## src/rtl/sub_seq.sv

```systemverilog
// sub_seq: 64-bit signed subtractor, diff = A - B, computed one nibble per
// clock (LSB first) through a 4-bit lookahead slice with a registered borrow
// chain. Latency is 17 cycles from the accepting edge to the done cycle.
//
// Ports:
//   clk      - clock, rising edge
//   rst      - asynchronous active-high reset
//   start    - request; accepted in IDLE or DONE, ignored in RUN
//   A, B     - signed operands, sampled on the accepting edge
//   busy     - high while nibbles are being processed
//   done     - one-cycle pulse, result outputs valid
//   diff     - A - B modulo 2^64
//   overflow - signed overflow of A - B
//   zf, sf   - zero / sign flags of diff
//
// Build option: define SUB_SEQ_FLAGS_EN to compute zf/sf; otherwise both are
// tied to 0 and no flag logic exists.
module sub_seq (
  input  logic        clk,
  input  logic        rst,
  input  logic        start,
  input  logic [63:0] A,
  input  logic [63:0] B,
  output logic        busy,
  output logic        done,
  output logic [63:0] diff,
  output logic        overflow,
  output logic        zf,
  output logic        sf
);

  typedef enum logic [1:0] {IDLE, RUN, DONE} state_t;

  state_t      state, state_nx;
  logic [63:0] a_q, b_q, res;
  logic [3:0]  cnt;
  logic        c;
  logic        load, step, last;

  logic [3:0]  an, bn, g, p, s;
  logic [4:0]  cc;
  logic [63:0] fin;

  // Operands shift right each step, so the active nibble is always [3:0].
  always_comb begin
    an    = a_q[3:0];
    bn    = ~b_q[3:0];
    g     = an & bn;
    p     = an ^ bn;
    cc[0] = c;
    cc[1] = g[0] | (p[0] & c);
    cc[2] = g[1] | (p[1] & g[0]) | (p[1] & p[0] & c);
    cc[3] = g[2] | (p[2] & g[1]) | (p[2] & p[1] & g[0]) | (p[2] & p[1] & p[0] & c);
    cc[4] = g[3] | (p[3] & g[2]) | (p[3] & p[2] & g[1]) | (p[3] & p[2] & p[1] & g[0])
          | (p[3] & p[2] & p[1] & p[0] & c);
    s     = p ^ cc[3:0];
    // Result register fills from the top; on the last step this is the full word.
    fin   = {s, res[63:4]};
    last  = (cnt == 4'hF);
  end

  always_comb begin
    state_nx = state;
    load     = 1'b0;
    step     = 1'b0;
    case (state)
      IDLE: begin
        if (start) begin
          load     = 1'b1;
          state_nx = RUN;
        end
      end
      RUN: begin
        step = 1'b1;
        if (last) state_nx = DONE;
      end
      DONE: begin
        if (start) begin
          load     = 1'b1;
          state_nx = RUN;
        end else begin
          state_nx = IDLE;
        end
      end
      default: state_nx = IDLE;
    endcase
  end

  always_ff @(posedge clk or posedge rst) begin
    if (rst) state <= IDLE;
    else     state <= state_nx;
  end

  always_ff @(posedge clk or posedge rst) begin
    if (rst) begin
      a_q      <= '0;
      b_q      <= '0;
      res      <= '0;
      cnt      <= '0;
      c        <= 1'b0;
      busy     <= 1'b0;
      done     <= 1'b0;
      diff     <= '0;
      overflow <= 1'b0;
    end else begin
      busy <= (state_nx == RUN);
      done <= (state_nx == DONE);
      if (load) begin
        a_q <= A;
        b_q <= B;
        cnt <= '0;
        c   <= 1'b1;
      end else if (step) begin
        a_q <= a_q >> 4;
        b_q <= b_q >> 4;
        res <= fin;
        c   <= cc[4];
        cnt <= cnt + 4'd1;
        if (last) begin
          diff     <= fin;
          // cc[3]/cc[4] of nibble 15 are the carries into/out of bit 63.
          overflow <= cc[3] ^ cc[4];
        end
      end
    end
  end

`ifdef SUB_SEQ_FLAGS_EN
  always_ff @(posedge clk or posedge rst) begin
    if (rst) begin
      zf <= 1'b0;
      sf <= 1'b0;
    end else if (step && last) begin
      zf <= (fin == '0);
      sf <= s[3];
    end
  end
`else
  assign zf = 1'b0;
  assign sf = 1'b0;
`endif

endmodule

```

## config.mk

```make
export PLATFORM = sky130hd
export DESIGN_NAME = sub_seq
export DESIGN_NICKNAME = d
export VERILOG_FILES = /design/src/rtl/sub_seq.sv
export SDC_FILE = /design/constraint.sdc
export NUM_CORES = 1
export LEC_CHECK = 0
export CELL_PAD_IN_SITES_DETAIL_PLACEMENT = 0
export CELL_PAD_IN_SITES_GLOBAL_PLACEMENT = 2
export CORE_MARGIN = 2
export CORE_UTILIZATION = 34
export DETAILED_ROUTE_END_ITERATION = 10
export PLACE_DENSITY = 0.87
export SYNTH_ARGS = -nofsm -noshare
export SYNTH_HDL_FRONTEND = slang
export SYNTH_SLANG_ARGS = --single-unit
```

## constraint.sdc

```tcl
create_clock -name clk -period 14.1 [get_ports clk]
set_clock_uncertainty 0.2 [all_clocks]
set_input_delay 2.82 -clock clk [delete_from_list [all_inputs] [get_ports clk]]
set_output_delay 2.82 -clock clk [all_outputs]
set_load 0.02 [all_outputs]
```

## After elaboration in Yosys (flattened, before gate mapping)

Cells that the tools add are included.

- Register bits: 266
- Input port bits: 131
- Output and inout port bits: 69
- Word-level logic and storage cells: 68

- Add/subtract/negate cells: 1
- Eq/ne operators: 5
- Multiplexer cells: 15
- Bitwise logic cells: 32
- Reductions and logical operators: 5

Operators with widths:

| cell | count |
|---|---|
| $mux 64 | 4 |
| $and 1x1->1 | 16 |
| $or 1x1->1 | 10 |
| $mux 4 | 2 |
| $xor 4x4->4 | 2 |
| $mux 1 | 6 |
| $pmux 2 s3 | 1 |
| $add 4x1->4 const B | 1 |
| $and 4x4->4 | 1 |
| $eq 2x1->1 const B | 2 |
| $eq 2x2->1 const B | 2 |
| $eq 4x4->1 const B | 1 |
| $mux 2 | 2 |
| $not 4->4 | 1 |
| $reduce_and 3->1 | 1 |
| $logic_not 2->1 | 1 |
| $reduce_and 2->1 | 1 |
| $reduce_bool 2->1 | 1 |
| $reduce_or 2->1 | 1 |
| $not 1->1 | 1 |
| $xor 1x1->1 | 1 |

## Depth between registers and ports, before layout

- Word-level depth: 9
- Gate-level depth with buffers: 8
- Mapped depth without buffers: 6

## Least setup slack after synthesis

OpenSTA, ideal clock, no wires.

- Kind: in2reg
- From: input port start
- To: register b_q[10]
- Library setup time: 66 ps
- Data arrival time: 3632 ps
- Required time: 13834 ps
- Slack: 10202 ps
- Stages: 7
- Path buffers: 3
- Cells stage by stage: nor2b_1 clkbuf_1 nor2_2 buf_2 buf_4 nand2_1 nand2_1

- Longest elaborated chain between the ends: 3
- Elaborated cells on any way between the ends: 4
- Those cells by class: 3 x mux; 1 x reduce/logical

Ends and longest elaborated chain:

| what | line | source |
|---|---|---|
| from (decl) | 21 | `input logic start,` |
| $mux 1 (*) | 68, 78 |  |
| $mux 1 (*) | -- |  |
| $mux 64 or $reduce_bool 2->1 (tied branches) | -- |  |
| to (signal assigned) | 115 | `b_q <= b_q >> 4;` |
| to (decl) | 35 | `logic [63:0] a_q, b_q, res;` |

Every way passes the cells marked *; elsewhere a longest branch is shown, timed or not.
A chain may end at the register's enable or synchronous reset.

==> metrics.cfg <==
[status]
status = finished, final reports clean

[synthesis]
synth-edff-count = 0
ys_types = 33
ys_ff_latch = 262
synthArstFlopShare = 1.00
yosys_warnings = 0
syn_avg_cell_area_um2 = 9.31
yosysTopAreaCellShare = 0.626
syn_area_mm2 = 0.0105
yosys-top-cells-area = dfrtp_1 (63%), nand2_1 (18%), a22oi_1 (4.7%)
ys_seq_area_frac = 0.626
synth_ff_type = dfrtp_1
syn_inst = 1126
yosysTopAreaCell = dfrtp_1

[critical_path]
end_kind = asynchronous set/reset pin
crit_fanout = 117
cp-start-kind = input port
crit_arrival_ps = 5660
crit_family = buffers and inverters
cp_num_buf_inv = 4
path_common_cell = buf_4
critical_path_class = input port to asynchronous set/reset pin
critical_path_required_ps = 14440
crit_slowest_cell = buf_4
cpPeakStageDelay_ps = 870
crit_chain = clkdlybuf4s50_1 -> inv_8 -> buf_4 -> buf_4

[timing]
max_freq_ghz = 0.188
min_period_over_period = 0.377
slew_headroom = 0.275
finalSetupTns_ps = 0
layout_setup_ws_ps = 8780
setup_viol = 0
rsz0062_at_grt = false
holdWs_ps = 271
tightest_slew_ps = 1080
hold_violations = 0
final-max-slew-violation-count = 0
finalCriticalPeriod_ps = 5320

[cts]
cts_max_level = 1
post-cts-setup-buffer-count = 0
cts_buffers = 30
clk_pin_slew_worst_paths_ps = 60
clkLatencyLatePin_ps = 540
cts_sinks = 262
clockBufferDepth = 3
post_cts_resize_count = 0
hold_buffers = 0
clockRootBuffer = clkbuf_16
cts_tree = done

[hold_path]
hp-class = register to register

[global_routing]
grt_max_degree = 118
use_met3 = 0.0381
grt.met1_usage = 0.216
grt-busiest-layer = met2
antenna_found_initial = 3
grt_pass1_wl_um = 42200
grt_usage = 0.156
grt_pass1_vias = 8003
overflow = 0
use_met2 = 0.249

[pwr]
power.leakage_nw = 6.54
switchingPower_mw = 1.11
switching_share = 0.362
ir_drop_mv = 0.142
totalPowerFinal_mw = 3.06
cellPowerDensity_mw_per_mm2 = 225
power_frac_comb = 0.344
power_frac_clock = 0.239
p_int_mw = 1.95
p_seq_frac = 0.417

[die]
initial_core_util = 0.344
dieWidth_um = 180
dieArea_mm2 = 0.0322
die_height_um = 180
rows = 64
pin_count = 200
design.core.area_mm2 = 0.0305

[layout]
layout.nets = 1429
regArea_mm2 = 0.00656
fin_util = 0.446
design_area_mm2 = 0.0136
drive_gt1_frac = 0.0451
fill_cells = 3003
final_cells = 1706
syn_to_final_growth_pct = 29.7
multi_input_area_mm2 = 0.00354

[placed_design]
io_buffers = 197
gp_congestion = 0.734
dp_hpwl_um = 15300
place_area_mm2 = 0.0127
post-place-ws_ps = 7950
dp.cells = 1656

[routing]
viasPerCell = 4.68
drt-initial-drc-count = 527
routedWlPerCell_um = 14.9
ant_nets = 0
vias = 7976
drt-total-wl_um = 25500
dr.pass1.iters = 4
drc = 0

[job]
drv_cap = 0

-- layout make-up --
cell class              instances  share of cell area
flip-flops and latches        262               0.482
multi-input cells             783               0.260
repair buffers                206               0.150
clock buffers                  46              0.0664
well taps                     396              0.0364
inverters                       9             0.00322
clock inverters                 3             0.00138
diodes                          1            0.000184
-- power groups by stage --
stage / Clock [mW] / Combinational [mW] / Sequential, mW
finish: 0.730 / 1.05 / 1.28
global route: 0.788 / 1.20 / 1.33
CTS: 0.758 / 1.08 / 1.28
detailed placement: 0 / 1.08 / 1.29
global placement: 0 / 1.05 / 1.29
floorplan: 0 / 0.674 / 1.32
-- Yosys cell counts, drive strengths merged, types with 2 or more instances --
master / number
nor2b: 2
clkbuf: 27
a21oi: 6
a31oi: 4
buf: 46
xor2: 4
a22o: 5
dfrtp: 262
nor2: 110
ha: 5
a22oi: 66
o22ai: 50
nand2b: 2
nand2: 500
o21ai: 16
inv: 9
-- path summary, 6_finish.rpt --
check | slack [ps] | cells past startpoint | end | startpoint
min | 270 | 2 | diff[24]$_DFFE_PP0P_ | diff[24]$_DFFE_PP0P_
max | 8780 | 4 | b_q[34]$_DFFE_PP0P_ | rst
max in group clk | 9230 | 5 | a_q[0]$_DFFE_PP0P_ | start
max reg2reg | 11290 | 4 | a_q[0]$_DFFE_PP0P_ | state[0]$_DFF_PP0_
min in group asynchronous | 2610 | 2 | res[52]$_DFFE_PP0P_ | rst
min reg2reg | 270 | 2 | diff[24]$_DFFE_PP0P_ | diff[24]$_DFFE_PP0P_
-- registers in the layout, indices dropped and copies added (netlist names) --
name / cells
a_q: 64
b_q: 64
busy: 1
c: 1
cnt: 4
diff: 64
done: 1
overflow: 1
res: 60
state: 2
-- worst register-to-register path, stage by stage, from the launching register on --
cell	delay, ps
dfrtp_1	540
nand2b_2	190
buf_4	560
nand2_2	800
o21ai_0	420
-- metal layers --
metal  vias to the layer above  part of all wire  wire (µm)
met5                         -           0.00051         13
li1                       3973                 -          -
met3                        32             0.065       1650
met2                       180              0.45      11600
met4                         2             0.014        358
met1                      3789              0.47      11900
-- cells by family after synthesis --
| kind of cell | Yosys count | synth area share |
|---|---|---|
| fa+ha+maj | 6 | 0.00788 |
| buf+inv | 82 | 0.0404 |
| compound gates | 151 | 0.0972 |
| mux | 1 | 0.000955 |
| simple gates | 618 | 0.223 |
| xor+xnor | 5 | 0.00418 |
| flops | 262 | 0.626 |
| other cells | 1 | 0.000358 |
-- layout by cell type, fill, tap and decap left out, drive strengths merged, types with 6 or more instances in the layout --
cell type	count
nand2	500
dfrtp	262
clkdlybuf4s50	197
nor2	110
a22oi	66
o22ai	50
clkbuf	46
o21ai	16
inv	10
buf	9
a21oi	6
(Power assumes the default switching activity.)
